===== src/rtl/decoder_pkg.sv =====
// Shared mode encodings and one-hot helper for the sequential one-hot decoder.
package decoder_pkg;

  typedef enum logic [1:0] {
    MODE_DEC  = 2'b00,
    MODE_UP   = 2'b01,
    MODE_DN   = 2'b10,
    MODE_HOLD = 2'b11
  } mode_e;

  // Widest select supported by onehot(); callers truncate to their own OUT_W.
  localparam int MAX_SEL_W  = 6;
  localparam int ONEHOT_MAX = 2 ** MAX_SEL_W;

  function automatic logic [ONEHOT_MAX-1:0] onehot(input logic [MAX_SEL_W-1:0] idx);
    logic [ONEHOT_MAX-1:0] r;
    r      = '0;
    r[idx] = 1'b1;
    return r;
  endfunction

endpackage


===== src/rtl/onehot_decoder_seq_if.sv =====
// Control, select and one-hot output bundle of the sequential one-hot decoder.
interface onehot_decoder_seq_if
  import decoder_pkg::*;
#(
  parameter int SEL_W   = 2,
  parameter int DWELL_W = 4
);
  localparam int OUT_W = 2 ** SEL_W;

  logic [1:0]         mode;
  logic               en;
  logic               in_valid;
  logic               in_ready;
  logic [SEL_W-1:0]   I;
  logic [DWELL_W-1:0] dwell;
  logic [OUT_W-1:0]   D;
  logic [SEL_W-1:0]   idx;
  logic               out_valid;
  logic               wrap;

  modport master (
    output mode, en, in_valid, I, dwell,
    input  in_ready, D, idx, out_valid, wrap
  );

  modport slave (
    input  mode, en, in_valid, I, dwell,
    output in_ready, D, idx, out_valid, wrap
  );

endinterface


===== src/rtl/dwell_timer.sv =====
// Dwell counter: counts while run is high and pulses tc when count equals dwell.
module dwell_timer #(
  parameter int DWELL_W = 4
) (
  input  logic               clk,
  input  logic               rst,
  input  logic               restart,
  input  logic               run,
  input  logic [DWELL_W-1:0] dwell,
  output logic               tc
);

  logic [DWELL_W-1:0] count_q;
  logic [DWELL_W-1:0] base;

  // A restart makes this cycle's compare behave as if the count were already 0.
  assign base = restart ? '0 : count_q;
  assign tc   = run & (base == dwell);

  always_ff @(posedge clk) begin
    // NOTE: non-blocking assignments keep every register updating from pre-edge values.
    if (rst) begin
      count_q <= '0;
    end else if (run) begin
      count_q <= tc ? '0 : base + DWELL_W'(1);
    end else if (restart) begin
      count_q <= '0;
    end
  end

endmodule


===== src/rtl/onehot_decoder_seq.sv =====
// Registered binary-to-one-hot decoder with valid/ready load, output enable
// and up/down auto-scan at a programmable dwell rate.
module onehot_decoder_seq
  import decoder_pkg::*;
#(
  parameter int SEL_W   = 2,
  parameter int DWELL_W = 4
) (
  input  logic                 clk,
  input  logic                 rst,
  onehot_decoder_seq_if.slave  bus
);

  localparam int OUT_W = 2 ** SEL_W;

  mode_e            mode;
  mode_e            mode_q;
  logic [SEL_W-1:0] idx_q, idx_d;
  logic [OUT_W-1:0] d_q, d_d;
  logic             ov_q, ov_d;
  logic             wrap_q, wrap_d;
  logic             vld_q, vld_d;
  logic             scanning;
  logic             restart;
  logic             tc;

  assign mode = mode_e'(bus.mode);

  assign scanning = bus.en & ((mode == MODE_UP) | (mode == MODE_DN));
  // mode_q only tracks enabled cycles, so a mode change made while disabled
  // still clears the counter once the block is re-enabled.
  assign restart  = bus.en & ((mode != mode_q) | (mode == MODE_DEC));

  dwell_timer #(.DWELL_W(DWELL_W)) u_timer (
    .clk     (clk),
    .rst     (rst),
    .restart (restart),
    .run     (scanning),
    .dwell   (bus.dwell),
    .tc      (tc)
  );

  assign bus.in_ready = (mode == MODE_DEC) & bus.en;

  always_comb begin
    // NOTE: every output of this block gets a default first so no latch is inferred.
    idx_d  = idx_q;
    vld_d  = vld_q;
    wrap_d = 1'b0;
    d_d    = '0;
    ov_d   = 1'b0;
    if (bus.en) begin
      case (mode)
        MODE_DEC: begin
          if (bus.in_valid) begin
            idx_d = bus.I;
            vld_d = 1'b1;
          end
        end
        MODE_UP: begin
          vld_d = 1'b1;
          if (tc) begin
            idx_d  = idx_q + SEL_W'(1);
            wrap_d = (idx_q == {SEL_W{1'b1}});
          end
        end
        MODE_DN: begin
          vld_d = 1'b1;
          if (tc) begin
            idx_d  = idx_q - SEL_W'(1);
            wrap_d = (idx_q == '0);
          end
        end
        default: ;
      endcase
      // vld_q remembers that idx holds a real value, so D comes back after en returns.
      d_d  = vld_d ? OUT_W'(onehot(MAX_SEL_W'(idx_d))) : '0;
      ov_d = vld_d;
    end
  end

  always_ff @(posedge clk) begin
    if (rst) begin
      mode_q <= MODE_DEC;
      idx_q  <= '0;
      d_q    <= '0;
      ov_q   <= 1'b0;
      wrap_q <= 1'b0;
      vld_q  <= 1'b0;
    end else begin
      if (bus.en) mode_q <= mode;
      idx_q  <= idx_d;
      d_q    <= d_d;
      ov_q   <= ov_d;
      wrap_q <= wrap_d;
      vld_q  <= vld_d;
    end
  end

  assign bus.D         = d_q;
  assign bus.idx       = idx_q;
  assign bus.out_valid = ov_q;
  assign bus.wrap      = wrap_q;

endmodule


===== src/flat_wrapper.sv =====
// flat-port wrapper written by rule: the top's interface ports become plain ports
module onehot_decoder_seq_flat import decoder_pkg::*;
#(
  parameter int SEL_W   = 2,
  parameter int DWELL_W = 4
)
  (clk, rst, bus_mode, bus_en, bus_in_valid, bus_I, bus_dwell, bus_in_ready, bus_D, bus_idx, bus_out_valid, bus_wrap);
  onehot_decoder_seq_if #(.SEL_W(SEL_W), .DWELL_W(DWELL_W)) bus_i ();
  input  logic clk;
  input  logic rst;
  input wire logic [$bits(bus_i.mode)-1:0] bus_mode;
  input wire logic [$bits(bus_i.en)-1:0] bus_en;
  input wire logic [$bits(bus_i.in_valid)-1:0] bus_in_valid;
  input wire logic [$bits(bus_i.I)-1:0] bus_I;
  input wire logic [$bits(bus_i.dwell)-1:0] bus_dwell;
  output wire logic [$bits(bus_i.in_ready)-1:0] bus_in_ready;
  output wire logic [$bits(bus_i.D)-1:0] bus_D;
  output wire logic [$bits(bus_i.idx)-1:0] bus_idx;
  output wire logic [$bits(bus_i.out_valid)-1:0] bus_out_valid;
  output wire logic [$bits(bus_i.wrap)-1:0] bus_wrap;
  assign bus_i.mode = bus_mode;
  assign bus_i.en = bus_en;
  assign bus_i.in_valid = bus_in_valid;
  assign bus_i.I = bus_I;
  assign bus_i.dwell = bus_dwell;
  assign bus_in_ready = bus_i.in_ready;
  assign bus_D = bus_i.D;
  assign bus_idx = bus_i.idx;
  assign bus_out_valid = bus_i.out_valid;
  assign bus_wrap = bus_i.wrap;
  onehot_decoder_seq #(.SEL_W(SEL_W), .DWELL_W(DWELL_W)) u_core (.clk(clk), .rst(rst), .bus(bus_i));
endmodule

===== config.mk =====
export PLATFORM = sky130hd
export DESIGN_NAME = onehot_decoder_seq_flat
export DESIGN_NICKNAME = d
export VERILOG_FILES = /design/src/rtl/decoder_pkg.sv /design/src/rtl/onehot_decoder_seq_if.sv /design/src/rtl/dwell_timer.sv /design/src/rtl/onehot_decoder_seq.sv /design/src/flat_wrapper.sv
export SDC_FILE = /design/constraint.sdc
export NUM_CORES = 1
export LEC_CHECK = 0
export CAP_MARGIN = 15
export CORE_UTILIZATION = 40
export CTS_CLUSTER_SIZE = 10
export DETAILED_ROUTE_END_ITERATION = 8
export DONT_BUFFER_PORTS = 1
export SLEW_MARGIN = 20
export SYNTH_ARGS = -nofsm -noshare
export SYNTH_HDL_FRONTEND = slang
export SYNTH_HIERARCHICAL = 1
export SYNTH_SLANG_ARGS = --single-unit

===== constraint.sdc =====
create_clock -name clk -period 3.68 [get_ports clk]
set_input_delay 0.736 -clock clk [delete_from_list [all_inputs] [get_ports clk]]
set_output_delay 0.736 -clock clk [all_outputs]
set_load 0.01 [all_outputs]

==> impl_metrics.json <==
{
  "status": "complete, no violations",
  "port_buffers": 0,
  "clock_latency_ns": 0.28,
  "ctsHoldBuffers": 0,
  "synth_edf_count": 0,
  "cts_setup_buffers": 0,
  "synth_most_common_cell": "dfxtp_1",
  "area_delta_synth_final_pct": 5.87,
  "finalPower_uw": 333,
  "critPathMaxStageDelay_ns": 0.45,
  "p_leak_uw": 0.000414,
  "grt_pass1_vias": 638,
  "first_pass_iters": 4,
  "cts.sinks": 15,
  "fin_nets": 119,
  "yosys_warnings": 6,
  "ant_nets": 0,
  "drtIter0Drc": 17,
  "netlist.area_leader.share": 0.327,
  "synth.net_count": 116,
  "synth_top_family_by_area": "simple AND/OR/NAND/NOR gates",
  "drive_gt1_frac": 0.131,
  "yosysTopAreaCell": "dfxtp_1",
  "synth_area_per_cell_um2": 9.45,
  "max_freq_ghz": 0.351,
  "hold_slack_ns": 0.511,
  "synth_cell_types": 38,
  "wl_um": 1760,
  "use_met2": 0.239,
  "tritoncts": "done",
  "grt_pass1_wl_um": 2970,
  "vdd_drop_max_mv": 0.229,
  "overflow": 0,
  "synthCells": 97,
  "synth_fa_ha_area_frac": 0.0955,
  "required_ns": 3.89,
  "cts.clk_slew.worst_paths_ns": 0.09,
  "fin_crit_sh": 0.775,
  "core_area_um2": 2060,
  "synth-compound-area-share": 0.187,
  "endpoint_kind": "flop",
  "cts_root_buf": "clkbuf_4",
  "crit_fanout": 7,
  "place_hpwl_um": 1350,
  "antenna_found_initial": 0,
  "crit_arrival_ns": 3.06,
  "die_area_um2": 2490,
  "startpoint_type": "input pin",
  "grt_busiest_layer": "met2",
  "synth-seq-area-share": 0.327,
  "route.detailed.drc": 0,
  "report.final.slew_viol_count": 0,
  "num_antenna_cells": 0,
  "viasPerCell": 5.29,
  "regArea_um2": 300,
  "row_count": 16,
  "synth_xor_area_frac": 0.0477,
  "synth.mux.area_fraction": 0.0600,
  "setup_violations": 0,
  "use_met1": 0.199,
  "worstMarginPinSlew_ns": 0.512,
  "synthTopCellsByArea": "dfxtp_1, ha_1, nor2_1",
  "path_cells": "inv_1, ha_1, o31a_1, and3b_1, o22ai_2, a211oi_1, o221ai_2, a22oi_1, nor3b_1",
  "timing.slew.headroom": 0.657,
  "wl_per_cell_um": 13.9,
  "worst_path_max_delay_cell": "a211oi_1",
  "use_met3": 0.0772,
  "synthArstFlopShare": 0,
  "ys_seq_elements": 15,
  "fin_util": 0.471,
  "multi_input_area_um2": 572,
  "hp-class": "in2reg",
  "path_class": "in2reg",
  "fin_setup_tns_ns": 0,
  "period_minus_slack_ns": 2.85,
  "yosys.area_share.simple": 0.233,
  "grt_max_degree": 12,
  "cts_resized": 0,
  "hold_viol": 0,
  "gr-usage-all-layers": 0.157,
  "ys_top_cells_by_count": "dfxtp_1, nor2_1, inv_1",
  "ys.flop_type": "dfxtp_1",
  "finalClockSkew_ns": 0.00130,
  "syn_area_um2": 917,
  "cts_buffers": 3,
  "start_util": 0.445,
  "rsz0062_at_grt": "false",
  "clockBufferDepth": 2,
  "vias": 667,
  "fillers": 190,
  "die_w_um": 49.9,
  "fp.dieH_um": 49.9,
  "power_density_nw_per_um2": 343,
  "place.gp.congestion": 0.852,
  "h-tree-depth": 1,
  "maxCapViolations": 0,
  "ios": 21
}
[per-layer routing]
metal | part of all wire | vias to the layer above | wire [um]
met4 | 0 | 0 | 0
met2 | 0.46 | 20 | 803
met1 | 0.46 | 300 | 813
met5 | 0 | - | 0
met3 | 0.079 | 0 | 139
li1 | - | 347 | -
[sequential cells by signal, summed over array words and instances (netlist names)]
register                count
u_core/bus.D                4
u_core/bus.wrap             1
u_core/vld_q                1
u_core/bus.idx              2
u_core/mode_q               2
u_core/u_timer/count_q      4
u_core/bus.out_valid        1
[metrics by stage]
step	setup WS (ns)	std cells	area, um2
2_1_floorplan	0.790	97	917
3_3_place_gp	0.627	122	943
3_5_place_dp	0.507	122	943
4_1_cts	0.806	126	971
5_1_grt	0.556	126	971
6_report	0.828	126	971
[cells in the final DEF (no fill, tap or decap), drive strengths merged, types with 3 or more instances in the layout]
cell type,synthesis,final
ha,7,7
nor2,11,11
inv,10,10
nand2,3,3
xor2,3,3
a211oi,3,3
mux2i,4,4
clkbuf,2,3
nand2b,6,6
dfxtp,15,15
[cell type report]
cell class	count	area share
clock buffers	3	0.0232
well taps	27	0.0348
clock inverters	1	0.00515
multi-input cells	70	0.589
flip-flops and latches	15	0.309
inverters	10	0.0387
[critical path: cells and delay by family]
family / cells / cell delay (ns)
AO/OA/AOI/OAI: 5 / 1.56
adder cells (fa/ha/maj): 1 / 0.26
buffers and inverters: 1 / 0.03
AND/OR/NAND/NOR: 2 / 0.47
[path summary, 6_finish.rpt]
check                         from               end  slack (ns)  cells past startpoint
setup / recovery       bus_mode[0]   u_core/bus.D[2]        0.83                      9
hold / removal                 rst  u_core/mode_q[1]        0.51                      1
setup reg to reg  u_core/mode_q[0]   u_core/bus.D[2]        1.14                      8
hold reg to reg       u_core/vld_q      u_core/vld_q        0.53                      2
[logic make-up (layout without fill, tap and decap cells)]
family | after synthesis | after routing
AOI/OAI and AO/OA | 17 | 17
xor gates and xnor gates | 5 | 5
adders and majority gates | 7 | 7
buffers and inverters | 12 | 14
DFF | 15 | 15
muxes | 5 | 5
and+or+nand+nor | 36 | 36
[power breakdown]
part	switching [uW]	leakage, uW	internal, uW
sequential	8.27	0.000122	170
clock	54.3	0.0000177	40.3
combinational	31.1	0.000274	28.9
No activity file was read; power rests on OpenSTA's default activity.
